[src/rtl/ex_branch_ctrl_pkg.sv]
// Shared definitions for the execute-stage branch controller:
// condition codes, controller state encoding and flag bit positions.
package ex_pkg;

    localparam logic [2:0] BR_NEQ = 3'b000;
    localparam logic [2:0] BR_EQ  = 3'b001;
    localparam logic [2:0] BR_GT  = 3'b010;
    localparam logic [2:0] BR_LT  = 3'b011;
    localparam logic [2:0] BR_GTE = 3'b100;
    localparam logic [2:0] BR_LTE = 3'b101;
    localparam logic [2:0] BR_OVF = 3'b110;
    localparam logic [2:0] BR_UNC = 3'b111;

    typedef enum logic [1:0] {
        ST_IDLE  = 2'd0,
        ST_FLUSH = 2'd1,
        ST_HALT  = 2'd2
    } ctrlState_e;

    localparam int F_Z = 2;
    localparam int F_V = 1;
    localparam int F_N = 0;

endpackage

[src/rtl/ex_branch_ctrl_br_cond_eval.sv]
// Combinational branch condition evaluation from the {Z,V,N} flag register.
module br_cond_eval
    import ex_pkg::*;
(
    input  logic [2:0] flags,
    input  logic [2:0] branchOp,
    output logic       taken
);

    logic z;
    logic v;
    logic n;

    assign z = flags[F_Z];
    assign v = flags[F_V];
    assign n = flags[F_N];

    always_comb begin
        taken = 1'b0;
        case (branchOp)
            BR_NEQ:  taken = !z;
            BR_EQ:   taken = z;
            BR_GT:   taken = !z && !n;
            BR_LT:   taken = n;
            BR_GTE:  taken = z || !n;
            BR_LTE:  taken = z || n;
            BR_OVF:  taken = v;
            BR_UNC:  taken = 1'b1;
            default: taken = 1'b0;
        endcase
    end

endmodule

[src/rtl/ex_branch_ctrl.sv]
// Execute-stage sequencing: flag register, branch resolution and redirect,
// post-branch flush sequencing, halt, and saturating branch statistics.
module ex_branch_ctrl
    import ex_pkg::*;
#(
    parameter int FLUSH_CYCLES = 2,
    parameter int CNT_W        = 16
) (
    input  logic             clk,
    input  logic             rst_n,
    input  logic             ex_valid,
    input  logic             stall,
    input  logic             alu_zr,
    input  logic             alu_ov,
    input  logic             alu_neg,
    input  logic             z_we,
    input  logic             nv_we,
    input  logic             is_branch,
    input  logic [2:0]       branch_op,
    input  logic [15:0]      br_target,
    input  logic             is_hlt,
    output logic             pc_sel,
    output logic [15:0]      pc_target,
    output logic             flush_if_id,
    output logic             flush_id_ex,
    output logic             branch_taken,
    output logic             halted,
    output logic [2:0]       flags,
    output logic [CNT_W-1:0] taken_cnt,
    output logic [CNT_W-1:0] ntaken_cnt,
    output logic [1:0]       dbgState
);

    // The taken cycle is the first flush cycle, so FLUSH covers the remaining
    // FLUSH_CYCLES-1; the counter holds how many FLUSH cycles follow the current one.
    localparam logic [2:0] FLUSH_LOAD = (FLUSH_CYCLES > 1) ? 3'(FLUSH_CYCLES - 2) : 3'd0;

    ctrlState_e       stateQ, stateD;
    logic [2:0]       cntQ, cntD;
    logic [2:0]       flagsQ;
    logic [15:0]      tgtQ;
    logic [CNT_W-1:0] takenQ, ntakenQ;
    logic             condTaken;
    logic             active;
    logic             qual;
    logic             brTake;
    logic             hltGo;

    br_cond_eval uCond (
        .flags    (flagsQ),
        .branchOp (branch_op),
        .taken    (condTaken)
    );

    assign active = rst_n && ex_valid && (stateQ == ST_IDLE);
    assign qual   = active && !stall;
    assign brTake = active && is_branch && condTaken;
    assign hltGo  = qual && is_hlt && !is_branch;

    always_comb begin
        stateD       = stateQ;
        cntD         = cntQ;
        pc_sel       = 1'b0;
        pc_target    = br_target;
        flush_if_id  = 1'b0;
        flush_id_ex  = 1'b0;
        branch_taken = 1'b0;
        case (stateQ)
            ST_IDLE: begin
                if (brTake) begin
                    pc_sel       = 1'b1;
                    flush_if_id  = 1'b1;
                    flush_id_ex  = 1'b1;
                    branch_taken = 1'b1;
                    if (!stall && FLUSH_CYCLES > 1) begin
                        stateD = ST_FLUSH;
                        cntD   = FLUSH_LOAD;
                    end
                end else if (hltGo) begin
                    stateD = ST_HALT;
                end
            end
            ST_FLUSH: begin
                flush_if_id = 1'b1;
                flush_id_ex = 1'b1;
                if (!stall) begin
                    if (cntQ == 3'd0) begin
                        stateD = ST_IDLE;
                    end else begin
                        cntD = cntQ - 3'd1;
                    end
                end
            end
            ST_HALT: begin
                pc_sel      = 1'b1;
                pc_target   = tgtQ;
                flush_if_id = 1'b1;
            end
            default: stateD = ST_IDLE;
        endcase
    end

    always_ff @(posedge clk or negedge rst_n) begin
        if (!rst_n) begin
            stateQ  <= ST_IDLE;
            cntQ    <= 3'd0;
            flagsQ  <= 3'b000;
            tgtQ    <= 16'h0000;
            takenQ  <= '0;
            ntakenQ <= '0;
        end else begin
            stateQ <= stateD;
            cntQ   <= cntD;
            if (qual && z_we) begin
                flagsQ[F_Z] <= alu_zr;
            end
            if (qual && nv_we) begin
                flagsQ[F_N] <= alu_neg;
                flagsQ[F_V] <= alu_ov;
            end
            if (hltGo) begin
                tgtQ <= br_target;
            end
            if (qual && is_branch) begin
                if (condTaken) begin
                    if (takenQ != '1) takenQ <= takenQ + 1'b1;
                end else begin
                    if (ntakenQ != '1) ntakenQ <= ntakenQ + 1'b1;
                end
            end
        end
    end

    assign halted     = (stateQ == ST_HALT);
    assign flags      = flagsQ;
    assign taken_cnt  = takenQ;
    assign ntaken_cnt = ntakenQ;
    assign dbgState   = stateQ;

endmodule

[config.mk]
export PLATFORM = sky130hd
export DESIGN_NAME = ex_branch_ctrl
export DESIGN_NICKNAME = d
export VERILOG_FILES = /design/src/rtl/ex_branch_ctrl_pkg.sv /design/src/rtl/ex_branch_ctrl_br_cond_eval.sv /design/src/rtl/ex_branch_ctrl.sv
export SDC_FILE = /design/constraint.sdc
export NUM_CORES = 1
export LEC_CHECK = 0
export ABC_AREA = 1
export BUFFER_PORTS_ARGS = -buffer_cell sky130_fd_sc_hd__buf_2
export CAP_MARGIN = 30
export CORE_ASPECT_RATIO = 1.1
export CORE_MARGIN = 8
export CORE_UTILIZATION = 52
export DETAILED_ROUTE_END_ITERATION = 8
export MAX_ROUTING_LAYER = met4
export PLACE_DENSITY = 0.76
export SLEW_MARGIN = 20
export SYNTH_ARGS = -nofsm -noshare
export SYNTH_HDL_FRONTEND = slang
export SYNTH_SLANG_ARGS = --single-unit
[constraint.sdc]
create_clock -name clk -period 2.9 [get_ports clk]
set_clock_uncertainty 0.2 [all_clocks]
set_input_delay 0.29 -clock clk [delete_from_list [all_inputs] [get_ports clk]]
set_output_delay 0.29 -clock clk [all_outputs]
set_load 0.02 [all_outputs]
==> metrics.yaml, run 1 <==
ant_nets: 0
fin_setup_tns_ns: 0
layout_commonest_cell: "nand2_1"
synthDistinctLibCells: 28
rrSetupSlack_ns: 0.54
slew_headroom: 0.695
ys.flop_type: "dfrtp_1"
pwr_density_cell_mw_per_mm2: 650
irDropWorstVdd_v: 0.000328
firstDrtPassIters: 4
cts_root_buf: "clkbuf_8"
cts_buffers: 5
ff2ff_path_depth: 10
cts_buffer_depth: 2
r2r-start: "dbgState[0]"
cpPeakStageDelay_ns: 0.44
synth-seq-cells: 56
grt_first_pass_wirelength_um: 12400
post-dp-hpwl_um: 5560
grt.total_usage: 0.166
route.detailed.drc: 0
hold_viol_final: 0
hp-class: "primary input to register"
synth_edf_count: 0
ys_async_sr_fraction: 1.00
rsz0062_at_grt: "false"
insertion_delay_ns: 0.31
core_area_mm2: 0.00612
path_max_fanout: 5
layout_common_cells: "nand2_1, buf_2, inv_1, dfrtp_1, o21ai_0"
ys_seq_area_frac: 0.431
drt_iter0_drc: 73
start_util: 0.532
synth_nets: 466
post_drt_wl_per_cell_um: 12.3
wirelength_um: 7340
cp_slowest_cell: "dfrtp_1"
tightest_slew_ns: 0.457
hold_start: "alu_ov"
period_share: 0.834
cp.required_ns: 2.41
critical_path_class: "register to output pin"
layout-drive-gt1-share: 0.230
htreeDepth: 2
reg2reg_to: "taken_cnt[4]"
grt_max_degree: 36
ios: 88
startpoint: "dbgState[0]"
diodes: 0
cp_top_family: "simple AND/OR/NAND/NOR gates"
max_freq_ghz: 0.413
nFillCells: 552
clk_pin_slew_ns: 0.11
yosysWarnings: 0
maxCapViolCount: 0
worstHoldPathCells: 2
fin_hold_ws_ns: 0.0105
grt_pass1_vias: 2765
cp.arrival_ns: 1.93
crit_buf_inv: 3
outcome: "completed"
worstSetupEndpointType: "output pin"
syn_area_per_cell_um2: 7.60
cp.depth: 8
slew_violations: 0
gp_congestion: 0.810
antenna_found_initial: 0
die_h_um: 99.0
vias: 2864
cp-start-kind: "register"
period_needed_ns: 2.42
crit_chain: "inv_1 -> ha_1 -> nand3_1 -> nor2_1 -> nand2_1 -> inv_1 -> or2_2 -> buf_2"
dieArea_mm2: 0.00905
syn_inst: 428
io_buffers: 87
die_x_um: 91.4
critPathMostFrequentCell: "inv_1"
setup_viol: 0
cts_resized: 0
overflow: 0
cts_sinks: 56
syn_to_final_growth_pct: 18.6
vias_per_cell: 4.79
rows: 30
crit_path_end: "pc_sel"
synth_area_mm2: 0.00325
p_leak_nw: 2.12
cts_tree: "built"
finalNetCount: 555
cell type report:
class / instances / area [um2] / area share
Clock buffer: 6 / 82.6 / 0.0214
Timing Repair Buffer: 93 / 490 / 0.127
Clock inverter: 2 / 13.8 / 0.00357
Inverter: 57 / 214 / 0.0554
Multi-Input combinational cell: 304 / 1560 / 0.404
Sequential cell: 56 / 1400 / 0.363
Tap cell: 80 / 100 / 0.0259
kinds of logic after synthesis:
group	after synthesis	synth area share
muxes	1	0.00346
adders and majority gates	8	0.0308
xor gates and xnor gates	26	0.0700
buffers and inverters	68	0.0907
AOI/OAI and AO/OA	54	0.0904
DFF	56	0.431
and+or+nand+nor	215	0.284
report_power, final:
group | switching, mW | internal, mW | leakage, nW
clock | 0.257 | 0.196 | 0.0516
sequential | 0.137 | 0.960 | 0.744
combinational | 0.617 | 0.341 | 1.33
total | 1.01 | 1.50 | 2.12
flip-flops by register name, indices dropped and copies added (netlist names):
signal / cells
tgtQ: 16
cntQ: 3
taken_cnt: 16
flags: 3
dbgState: 2
ntaken_cnt: 16
how the worst min path moves through the flow:
stage,to
2_1_floorplan,cntQ[0]
3_3_place_gp,flags[2]
3_5_place_dp,flags[2]
4_1_cts,flags[1]
5_1_grt,flags[1]
6_report,flags[1]
synth_stat cells (3+ instances only):
| master | n | area [um2] |
|---|---|---|
| dfrtp_1 | 56 | 1400 |
| xor2_1 | 11 | 96.3 |
| nand2_2 | 4 | 25.0 |
| nand3_1 | 19 | 95.1 |
| o21ai_0 | 43 | 215 |
| inv_1 | 56 | 210 |
| a21oi_1 | 4 | 20.0 |
| nand4_1 | 6 | 37.5 |
| clkbuf_1 | 6 | 22.5 |
| ha_1 | 8 | 100 |
| nor3_1 | 6 | 30.0 |
| o21ai_2 | 5 | 43.8 |
| nand2_1 | 147 | 552 |
| buf_6 | 3 | 33.8 |
| nor2_1 | 24 | 90.1 |
| xnor2_1 | 15 | 131 |
layer usage:
| layer | share of wire | GRT usage | vias up | routed length [um] |
|---|---|---|---|---|
| li1 | - | - | 1505 | - |
| met1 | 0.46 | 0.198 | 1305 | 3380 |
| met2 | 0.48 | 0.276 | 50 | 3540 |
| met3 | 0.050 | 0.0395 | 4 | 369 |
| met4 | 0.0075 | 0.0378 | 0 | 55 |
| met5 | 0 | - | - | 0 |
through the flow:
step | power, mW | utilization | std cells | cell area, um2 | setup slack [ns]
CTS | 2.52 | 0.628 | 597 | 3840 | 0.291
floorplan | 1.74 | - | 428 | 3250 | 0.755
global route | 2.70 | 0.631 | 598 | 3860 | 0.334
global placement | 2.04 | 0.611 | 588 | 3740 | 0.693
finish | 2.51 | 0.631 | 598 | 3860 | 0.482
detailed placement | 2.06 | 0.611 | 588 | 3740 | 0.585
worst register-to-register path, delay by kind of cell, from the launching register on:
| family | cells | cell delay (ns) |
|---|---|---|
| adders and majority gates | 1 | 0.25 |
| and+or+nand+nor | 7 | 0.93 |
| DFF | 1 | 0.45 |
| buffers and inverters | 2 | 0.47 |
repair_timing:
action                    CTS  global route
buffers inserted            0             0
hold endpoints to repair   56             0
hold buffers                1             0
No activity file was read; power rests on OpenSTA's default activity.
==> inputs of run 2 (changes only) <==
- clock period: 2.9 -> 2.3 ns (I/O delays scaled with it)
==> metrics.yaml, run 2 (synthesis results as in run 1) <==
cp-start-kind: "register"
cts_buffer_depth: 2
rsz0062_at_grt: "true"
antenna_found_initial: 0
ios: 88
syn_to_final_growth_pct: 27.0
layout_commonest_cell: "nand2_1"
rows: 30
gp_congestion: 0.856
grt.total_usage: 0.177
cp.required_ns: 1.87
period_share: 0.962
cts_root_buf: "clkbuf_8"
finalNetCount: 577
cts_tree: "built"
layout-drive-gt1-share: 0.235
pwr_density_cell_mw_per_mm2: 810
clkPwrFrac: 0.190
grt_max_degree: 57
hold_viol_final: 0
cts_sinks: 56
irDropWorstVdd_v: 0.000603
setup_viol: 0
die_x_um: 91.4
ant_nets: 0
top_layer_used: "met4"
core_area_mm2: 0.00612
p_leak_nw: 2.23
die_h_um: 99.0
worstSetupEndpointType: "output pin"
start_util: 0.532
grt_pass1_vias: 2930
wl_met3_um: 375
p_comb_frac: 0.396
switchingPower_mw: 1.31
grt_first_pass_wirelength_um: 13200
firstDrtPassIters: 4
io_buffers: 87
clk_pin_slew_ns: 0.09
drt_iter0_drc: 103
path_max_fanout: 5
layout_common_cells: "nand2_1, buf_2, dfrtp_1, inv_1, o21ai_0"
seq_power_share: 0.414
cts_buffers: 5
diodes: 0
hp-class: "primary input to register"
max_freq_ghz: 0.452
wirelength_um: 7730
swShare: 0.390
critical_path_class: "register to output pin"
p_int_mw: 2.04
tightest_slew_ns: 0.685
overflow: 0
m1WireLength_um: 3430
maxCapViolCount: 0
fin_hold_ws_ns: 0.0632
dieArea_mm2: 0.00905
cp.arrival_ns: 1.78
slew_violations: 0
vias_per_cell: 4.85
post_drt_wl_per_cell_um: 12.5
htreeDepth: 2
final_core_util: 0.675
route.detailed.drc: 0
wl_met2_um: 3840
insertion_delay_ns: 0.31
outcome: "completed"
post-dp-hpwl_um: 5640
period_needed_ns: 2.21
vias: 3009
total_power_mw: 3.35
slew_headroom: 0.543
run 2: cell types whose count changed in the layout (fill, tap and decap cells not counted), sizes merged:
cell	before	now
buf	92	94
clkbuf	6	5
bufinv	0	1
inv	58	57
dlygate4sd3	1	21
clkinvlp	0	1
run 2: area by class of cell:
class,count,area (um2)
Timing Repair Buffer,115,726
Inverter,57,214
Tap cell,80,100
Sequential cell,56,1400
Fill cell,547,1990
Multi-Input combinational cell,304,1580
Clock inverter,3,42.5
Clock buffer,5,68.8
run 2: stage by stage:
| step | TNS (ns) | instance area, um2 | setup slack, ns | std cells |
|---|---|---|---|---|
| 6_report | 0 | 4130 | 0.0885 | 620 |
| 5_1_grt | -0.0705 | 4130 | -0.0303 | 620 |
| 4_1_cts | 0 | 4100 | 0.00742 | 618 |
| 3_5_place_dp | 0 | 3770 | 0.105 | 589 |
| 3_3_place_gp | 0 | 3770 | 0.213 | 589 |
| 2_1_floorplan | 0 | 3250 | 0.215 | 428 |
run 2: power groups by stage:
| stage | clock, mW | sequential [mW] | combinational, mW |
|---|---|---|---|
| 2_1_floorplan | 0 | 1.49 | 0.707 |
| 3_3_place_gp | 0 | 1.38 | 1.21 |
| 3_5_place_dp | 0 | 1.40 | 1.24 |
| 4_1_cts | 0.663 | 1.38 | 1.29 |
| 5_1_grt | 0.696 | 1.42 | 1.47 |
| 6_report | 0.636 | 1.39 | 1.33 |
run 2: layer usage:
metal,vias up,GRT usage
met3,8,0.0418
li1,1554,-
met5,-,-
met1,1370,0.206
met4,0,0.0492
met2,77,0.300
run 2: what timing repair did:
| action | CTS | global route |
|---|---|---|
| resized for setup | 3 | 6 |
| hold buffers | 21 | 0 |
| endpoints found under the hold margin | 75 | 0 |
| setup buffers | 0 | 2 |
| setup endpoints to repair | 2 | 11 |
| pin swaps | 0 | 0 |
run 2: worst paths after layout:
path | startpoint | endpoint | slack [ns] | cells after the start
worst min-delay path | stall | taken_cnt[12] | 0.06 | 4
worst max-delay path | dbgState[0] | flush_if_id | 0.09 | 9
min in group asynchronous | rst_n | flags[2] | 0.44 | 3
worst max register to register | taken_cnt[0] | taken_cnt[4] | 0.15 | 10
max in group asynchronous | rst_n | tgtQ[7] | 1.02 | 3
worst min register to register | tgtQ[8] | tgtQ[8] | 0.29 | 2
run 2: critical path, stage by stage (launching register included):
cell and delay (ns):
dfrtp_1 0.44, inv_2 0.11, ha_4 0.16, nand3_1 0.08
nor2_2 0.17, nand2_4 0.09, inv_1 0.12, nor2_1 0.06
nor2_1 0.10, buf_4 0.15
